`src/rtl/usr_pkg.sv`:
```
// Shared mode encodings and FSM state type for the burst universal shift register.
package usr_pkg;

    localparam logic [2:0] USR_HOLD = 3'b000;
    localparam logic [2:0] USR_SRL  = 3'b001;
    localparam logic [2:0] USR_SLL  = 3'b010;
    localparam logic [2:0] USR_LOAD = 3'b011;
    localparam logic [2:0] USR_ROR  = 3'b100;
    localparam logic [2:0] USR_ROL  = 3'b101;
    localparam logic [2:0] USR_ASR  = 3'b110;
    localparam logic [2:0] USR_CLR  = 3'b111;

    typedef enum logic {
        StIdle,
        StBusy
    } usr_state_e;

    // Modes that complete in one operation even when issued as a burst.
    function automatic logic usr_is_single_op(input logic [2:0] mode);
        return (mode == USR_HOLD) || (mode == USR_LOAD) || (mode == USR_CLR);
    endfunction

endpackage

```
`src/rtl/usr_shift_datapath.sv`:
```
// Combinational next-value logic: current register, mode and fill inputs -> next Q and
// shifted-out bits, with a flag telling whether the mode moves bits out at all.
module usr_shift_datapath
    import usr_pkg::*;
#(
    parameter int unsigned N    = 8,
    parameter int unsigned STEP = 1
) (
    input  logic [N-1:0]    q_i,
    input  logic [2:0]      s_i,
    input  logic [STEP-1:0] msb_in_i,
    input  logic [STEP-1:0] lsb_in_i,
    input  logic [N-1:0]    data_i,
    output logic [N-1:0]    q_next_o,
    output logic [STEP-1:0] so_next_o,
    output logic            so_upd_o
);

    always_comb begin
        q_next_o  = q_i;
        so_next_o = q_i[STEP-1:0];
        so_upd_o  = 1'b0;
        unique case (s_i)
            USR_HOLD: q_next_o = q_i;
            USR_SRL: begin
                q_next_o = {msb_in_i, q_i[N-1:STEP]};
                so_upd_o = 1'b1;
            end
            USR_SLL: begin
                q_next_o  = {q_i[N-STEP-1:0], lsb_in_i};
                so_next_o = q_i[N-1:N-STEP];
                so_upd_o  = 1'b1;
            end
            USR_LOAD: q_next_o = data_i;
            USR_ROR: begin
                q_next_o = {q_i[STEP-1:0], q_i[N-1:STEP]};
                so_upd_o = 1'b1;
            end
            USR_ROL: begin
                q_next_o  = {q_i[N-STEP-1:0], q_i[N-1:N-STEP]};
                so_next_o = q_i[N-1:N-STEP];
                so_upd_o  = 1'b1;
            end
            USR_ASR: begin
                q_next_o = $signed(q_i) >>> STEP;
                so_upd_o = 1'b1;
            end
            USR_CLR: q_next_o = '0;
            default: q_next_o = q_i;
        endcase
    end

endmodule

```
`src/rtl/usr_burst_shift_reg.sv`:
```
// Universal shift register with single-op strobe and counted burst engine.
// Define USR_PARITY_EN to add a registered even-parity output tracking Q.
module usr_burst_shift_reg
    import usr_pkg::*;
#(
    parameter int unsigned N     = 8,
    parameter int unsigned STEP  = 1,
    parameter int unsigned CNT_W = 4
) (
    input  logic             clk_i,
    input  logic             reset_i,
    input  logic [STEP-1:0]  msb_in_i,
    input  logic [STEP-1:0]  lsb_in_i,
    input  logic [N-1:0]     data_i,
    input  logic [2:0]       s_i,
    input  logic             en_i,
    input  logic             start_i,
    input  logic [CNT_W-1:0] count_i,
    input  logic             abort_i,
    output logic [N-1:0]     q_o,
    output logic [STEP-1:0]  so_o,
    output logic             busy_o,
    output logic             done_o
`ifdef USR_PARITY_EN
    ,
    output logic             parity_o
`endif
);

    usr_state_e       state_q;
    logic [2:0]       mode_q;
    logic [CNT_W-1:0] rem_q;
    logic [N-1:0]     q_q;
    logic [STEP-1:0]  so_q;
    logic             busy_q;
    logic             done_q;

    logic [2:0]       mode_sel;
    logic [N-1:0]     q_next;
    logic [STEP-1:0]  so_next;
    logic             so_upd;
    logic             op_fire;

    // While busy the latched burst mode drives the datapath, never the live select.
    always_comb begin
        mode_sel = (state_q == StBusy) ? mode_q : s_i;
        op_fire  = 1'b0;
        if (state_q == StBusy) begin
            op_fire = !abort_i;
        end else if (start_i) begin
            op_fire = (count_i != '0);
        end else begin
            op_fire = en_i;
        end
    end

    usr_shift_datapath #(
        .N    (N),
        .STEP (STEP)
    ) u_datapath (
        .q_i       (q_q),
        .s_i       (mode_sel),
        .msb_in_i  (msb_in_i),
        .lsb_in_i  (lsb_in_i),
        .data_i    (data_i),
        .q_next_o  (q_next),
        .so_next_o (so_next),
        .so_upd_o  (so_upd)
    );

    always_ff @(posedge clk_i or posedge reset_i) begin
        if (reset_i) begin
            q_q  <= '0;
            so_q <= '0;
        end else if (op_fire) begin
            q_q <= q_next;
            if (so_upd) begin
                so_q <= so_next;
            end
        end
    end

    always_ff @(posedge clk_i or posedge reset_i) begin
        if (reset_i) begin
            state_q <= StIdle;
            mode_q  <= USR_HOLD;
            rem_q   <= '0;
            busy_q  <= 1'b0;
            done_q  <= 1'b0;
        end else begin
            done_q <= 1'b0;
            unique case (state_q)
                StIdle: begin
                    if (start_i) begin
                        mode_q <= s_i;
                        if (count_i == '0 || usr_is_single_op(s_i) ||
                            count_i == CNT_W'(1)) begin
                            done_q <= 1'b1;
                        end else begin
                            rem_q   <= count_i - CNT_W'(1);
                            busy_q  <= 1'b1;
                            state_q <= StBusy;
                        end
                    end
                end
                StBusy: begin
                    if (abort_i) begin
                        rem_q   <= '0;
                        busy_q  <= 1'b0;
                        state_q <= StIdle;
                    end else if (rem_q == CNT_W'(1)) begin
                        rem_q   <= '0;
                        busy_q  <= 1'b0;
                        done_q  <= 1'b1;
                        state_q <= StIdle;
                    end else begin
                        rem_q <= rem_q - CNT_W'(1);
                    end
                end
                default: state_q <= StIdle;
            endcase
        end
    end

`ifdef USR_PARITY_EN
    logic parity_q;

    always_ff @(posedge clk_i or posedge reset_i) begin
        if (reset_i) begin
            parity_q <= 1'b0;
        end else if (op_fire) begin
            parity_q <= ^q_next;
        end
    end

    assign parity_o = parity_q;
`endif

    assign q_o    = q_q;
    assign so_o   = so_q;
    assign busy_o = busy_q;
    assign done_o = done_q;

endmodule

```
`config.mk`:
```
export PLATFORM = sky130hd
export DESIGN_NAME = usr_burst_shift_reg
export DESIGN_NICKNAME = d
export VERILOG_FILES = /design/src/rtl/usr_pkg.sv /design/src/rtl/usr_shift_datapath.sv /design/src/rtl/usr_burst_shift_reg.sv
export SDC_FILE = /design/constraint.sdc
export NUM_CORES = 1
export LEC_CHECK = 0
export CORE_UTILIZATION = 25
export CTS_BUF_LIST = sky130_fd_sc_hd__clkbuf_4 sky130_fd_sc_hd__clkbuf_8 sky130_fd_sc_hd__clkbuf_16
export DETAILED_ROUTE_END_ITERATION = 12
export PLACE_DENSITY = 0.59
export RECOVER_POWER = 25
export SLEW_MARGIN = 10
export SYNTH_ARGS = -nofsm -noshare
export SYNTH_HDL_FRONTEND = slang
export SYNTH_SLANG_ARGS = --single-unit
```
`constraint.sdc`:
```
create_clock -name clk_i -period 1.65 [get_ports clk_i]
set_input_delay 0.33 -clock clk_i [delete_from_list [all_inputs] [get_ports clk_i]]
set_output_delay 0.33 -clock clk_i [all_outputs]
set_load 0.02 [all_outputs]
```
# Word level (Yosys, flattened, before mapping)
# Index checks and enable logic that the tools add are counted.
# op_classes
n_reduce_logical	17
n_addsub	2
eq_ne	14
n_bitwise	3
mux	26
# ops
operator	n
$pmux W8 S7	1
$mux W1	16
$mux W4	4
$eq A3 B3 Y1 const B	5
$eq A3 B2 Y1 const B	3
$eq A4 B1 Y1 const B	2
$pmux W4 S2	1
$reduce_and A2 Y1	4
$sub A4 B1 Y4 const B	2
$logic_not A3 Y1	2
$pmux W1 S2	3
$reduce_and A3 Y1	2
$reduce_or A5 Y1	1
$logic_not A4 Y1	1
$logic_or A1 B1 Y1	4
$ne A2 B2 Y1 const B	2
$reduce_bool A4 Y1	1
$eq A3 B1 Y1 const B	1
$mux W3	1
$ne A3 B2 Y1 const B	1
$not A1 Y1	3
$reduce_or A2 Y1	1
$logic_not A1 Y1	1
# word_totals
wordCells	70
input_bits	22
register_bits	19
output_inout_bits	11

# Logic depth before layout (Yosys ltp)
# logic_depth
ltp_word	8
depth_mapped	8
ltp_nobuf	6

# By module
# From an unflattened synthesis, not the netlist that was laid out.
# hier_totals
hier_cells	153
area_unflattened_um2	1470.2
# modules_own_cells
module	seq_area_each_um2	n_inst	area_per_inst_um2	cells_per_inst
usr_burst_shift_reg	475.5	1	1004.7	84
usr_shift_datapath	0.0	1	465.4	69

# Worst setup path before layout
# No wires, ideal clock.
# synth_timing
path_type	input -> register
from	in count_i[1]
to	reg so_q (netlist: so_o)
arrival_time_ns	1.801
t_required_ns	1.530
setup_ns	0.120
cell_stages	8
n_path_buf	2
path_slack_ns	-0.271
path_cell_list	inv_1 -> ha_1 -> or3b_1 -> a221o_1 -> buf_6 -> and2_1 -> buf_6 -> a41o_1
# synth_via
elab_chain_cells	4
# synth_rtl
item	line_no	source
from (decl)	usr_burst_shift_reg.sv:18	input logic [CNT_W-1:0] count_i,
$reduce_bool A4 Y1	usr_burst_shift_reg.sv:51	op_fire = (count_i != '0);
$mux W1	usr_burst_shift_reg.sv:50	end else if (start_i) begin
$mux W1	usr_burst_shift_reg.sv:48	if (state_q == StBusy) begin
$reduce_and A2 Y1 (no line)	-	
to (signal assigned)	usr_burst_shift_reg.sv:78	so_q <= so_next;
to (decl)	usr_burst_shift_reg.sv:34	logic [STEP-1:0] so_q;
# Every way passes these cells.
# A chain may end at the register's enable or synchronous reset.

# Final worst setup path
# layout_timing
from	reg state_q
to	reg q_q[7] (netlist: q_o[7])
# layout_via
elab_chain_cells	4
word_cells_on_any_way	14
cone_classes	eq/ne (7); mux (3); bitwise (2); reduce/logical (2)
# layout_rtl
item	line_no	source
from (decl)	usr_burst_shift_reg.sv:30	usr_state_e state_q;
from (signal assigned)	usr_burst_shift_reg.sv:85	state_q <= StIdle;
from (signal assigned)	usr_burst_shift_reg.sv:102	state_q <= StBusy;
from (signal assigned)	usr_burst_shift_reg.sv:110	state_q <= StIdle;
parallel branches: the longest is 4 deep, another holds $pmux W8 S7	-	
to (signal assigned)	usr_burst_shift_reg.sv:76	q_q <= q_next;
to (decl)	usr_burst_shift_reg.sv:33	logic [N-1:0] q_q;
# Several ways; the timed one is not identified.

==> out/metrics.cfg <==
[run_status]
status=finished, violations left
violations=negative setup slack

[synth]
syn_inst=140
synth_top_area_share=0.3578
synth-seq-cells=19
async_flop_share=1.000
ys_types=43
syn-cell-area_um2=1329
syn_area_per_cell_um2=9.491
ys_seq_area_frac=0.3578
synth_nets=166
synth-edff-count=0
synth_top_cell_by_area=dfrtp_1
yosys_warnings=0
yosysMostFrequentCell=dfrtp_1
synthTopCellsByArea=dfrtp_1 36%, mux2_2 5.9%, a21oi_1 4.5%, a31oi_1 3.8%, ha_1 3.8%
synthTopCellsByCount=19 x dfrtp_1, 12 x a21oi_1, 12 x inv_1, 8 x a31oi_1
synth-main-ff-cell=dfrtp_1

[floorplanning]
core_area_um2=5107
die_w_um=74.91
pin_count=33
die_h_um=74.91
dieArea_um2=5611
rows=26
initial_core_util=0.2602

[global_routing]
grt_usage=0.1387
grt_pass1_wl_um=5996
antenna_found_initial=0
grt_max_degree=21
grt-busiest-layer=met2
groute.layer.met1.usage=0.1895
grtUsageMet2=0.2292
grt.overflow.total=0
grt_pass1_vias=1289
grtUsageMet3=0.02811

[sta]
holdWs_ns=0.5405
fmax_mhz=571.3
period_share=1.061
hold_viol=0
fin_crit_ns=1.750
worstMarginPinSlew_ns=1.084
grt_setup_unrepaired=true
slew_headroom=0.2771
timing.final.ws_setup_ns=-0.1004
setup_viol_count_final=8
finClkSkew_ns=0.001010
drv_slew=0

[layout]
drive_above_1_share=0.3695
n_antenna_cell=0
final_nets=230
seq_area_um2=476.7
finalInstanceArea_um2=2140
multiInputGateArea_um2=882.1
area_growth_pct=61.02
nFillCells=516

[placement]
dp_hpwl_um=2744
port_buffers=32
routabilityCongestion=0.7665
placed_area_um2=1939

[clock_tree]
cts.root.buffer_cell=clkbuf_8
clkTransAtPathRegs_ns=0.07
cts_tree=yes
numCtsBuffers=3
htree_levels=1
clock_latency_ns=0.25
cts_sinks=19
cts_buffer_depth=2

[power_and_ir_drop]
total_power_w=0.002958
p_seq_frac=0.308
p_sw_w=0.001209
max-vdd-ir-drop_uv=606.4
p_per_area_nw_per_um2=1382
switching_share=0.4089
combPwrFrac=0.583
pwr-share-clk=0.109
leakage_nw=0.9407
cell_internal_pwr_w=0.001748

[routing]
vias=1315
wl_per_cell_um=13.52
wl_um=3690
routed_via_density=4.817
drt_iter0_markers=82
ant_nets=0
drtPass1Iterations=4
drc=0

[worst_setup_path]
crit_path_cell_trace=mux2_4 -> a211o_1 -> a222oi_1 -> mux2_4
max_stage_delay_ns=0.48
rr_worst_depth=4
crit_fanout=6
cp_top_family=compound AO/OA/AOI/OAI gates
r2r-end=q_o[7]
r2r_slack_ns=-0.10
start_kind=register
cp_data_arrival_time_ns=1.95
worst_ep_required_time_ns=1.85
cpMaxStageDelayCell=dfrtp_2
path_buf_inv=0
critPathCaptureType=register
timing.rr.start=state_q
path_common_cell=mux2_4
path_class=register to register

[job]
maxCapViolCount=0

[worst_hold_path]
holdPathEnd=rem_q[1]
min_path_type=register to register
hold_depth=1
min_from=rem_q[1]

[per-layer routing]
| metal | vias to the layer above | wire length (um) |
|---|---|---|
| met5 | - | 0 |
| met4 | 0 | 13 |
| met1 | 636 | 1779 |
| met3 | 2 | 109 |
| met2 | 22 | 1788 |
| li1 | 655 | - |
[flip-flops by register name (all words and copies together) (netlist names)]
signal and cells:
state_q 1, mode_q 3, busy_o 1, rem_q 4, so_o 1, q_o 8
done_o 1
[cell type report]
class | count | share of cell area
clock buffers | 3 | 0.01930
clock inverters | 1 | 0.002339
inverters | 12 | 0.02807
multi-input cells | 102 | 0.4123
flip-flops and latches | 19 | 0.2228
well taps | 70 | 0.04094
repair buffers | 66 | 0.2743
[power groups by stage]
stage / Sequential (W) / Clock, W / Combinational, W
final: 0.000911 / 0.000323 / 0.00172
after global routing: 0.000943 / 0.000357 / 0.00189
after CTS: 0.000897 / 0.000335 / 0.00165
after detailed placement: 0.000877 / 0 / 0.00156
after global placement: 0.000868 / 0 / 0.00154
after floorplan: 0.000980 / 0 / 0.000784
[through the flow]
stage          cells  utilization  worst slack [ns]  TNS, ns
3_5_place_dp     266       0.3797           -0.7502   -9.553
5_1_grt          273       0.4189           -0.1686   -1.014
4_1_cts          271       0.4040           -0.1124  -0.3531
6_report         273       0.4189           -0.1004  -0.2723
2_1_floorplan    140            -           -0.1724   -1.061
3_3_place_gp     266       0.3797           -0.7164   -9.277
[logic make-up (layout without fill, tap and decap cells)]
| logic type | after synthesis | count (layout) | share of synthesized area |
|---|---|---|---|
| and+or+nand+nor | 32 | 32 | 0.1431 |
| xor gates and xnor gates | 2 | 2 | 0.01319 |
| buffers and inverters | 19 | 82 | 0.07910 |
| AOI/OAI and AO/OA | 52 | 52 | 0.2646 |
| DFF | 19 | 19 | 0.3578 |
| adders and majority gates | 4 | 4 | 0.03767 |
| muxes | 12 | 12 | 0.1045 |
[repair_timing]
action                                  4_1_cts  5_1_grt
resized for setup                            37       19
setup buffers                                 1        2
hold buffers                                  0        0
pin swaps                                     5       10
endpoints found under the setup margin       15       17
[how the worst max path moves through the flow]
stage	from	endpoint	slack, ns	cells past startpoint
floorplan	count_i[1]	so_o	-0.17	8
global placement	count_i[1]	q_o[7]	-0.72	7
detailed placement	count_i[1]	q_o[7]	-0.75	7
CTS	state_q	q_o[7]	-0.11	4
global route	state_q	q_o[7]	-0.17	4
finish	state_q	q_o[7]	-0.10	4
[cells in the final DEF (no fill, tap or decap), drive strengths merged, types with 3 or more instances in the layout]
cell type	count
inv	12
a211o	3
buf	35
ha	4
nand3	4
nor2	4
nand2	4
nor3	3
clkdlybuf4s50	17
a21oi	13
a31oi	8
o22ai	3
a22oi	6
mux2i	3
dfrtp	19
o21ai	7
dlymetal6s2s	5
clkbuf	4
or3	3
mux2	9
nor2b	3
dlygate4sd2	8
(Power assumes the default switching activity.)
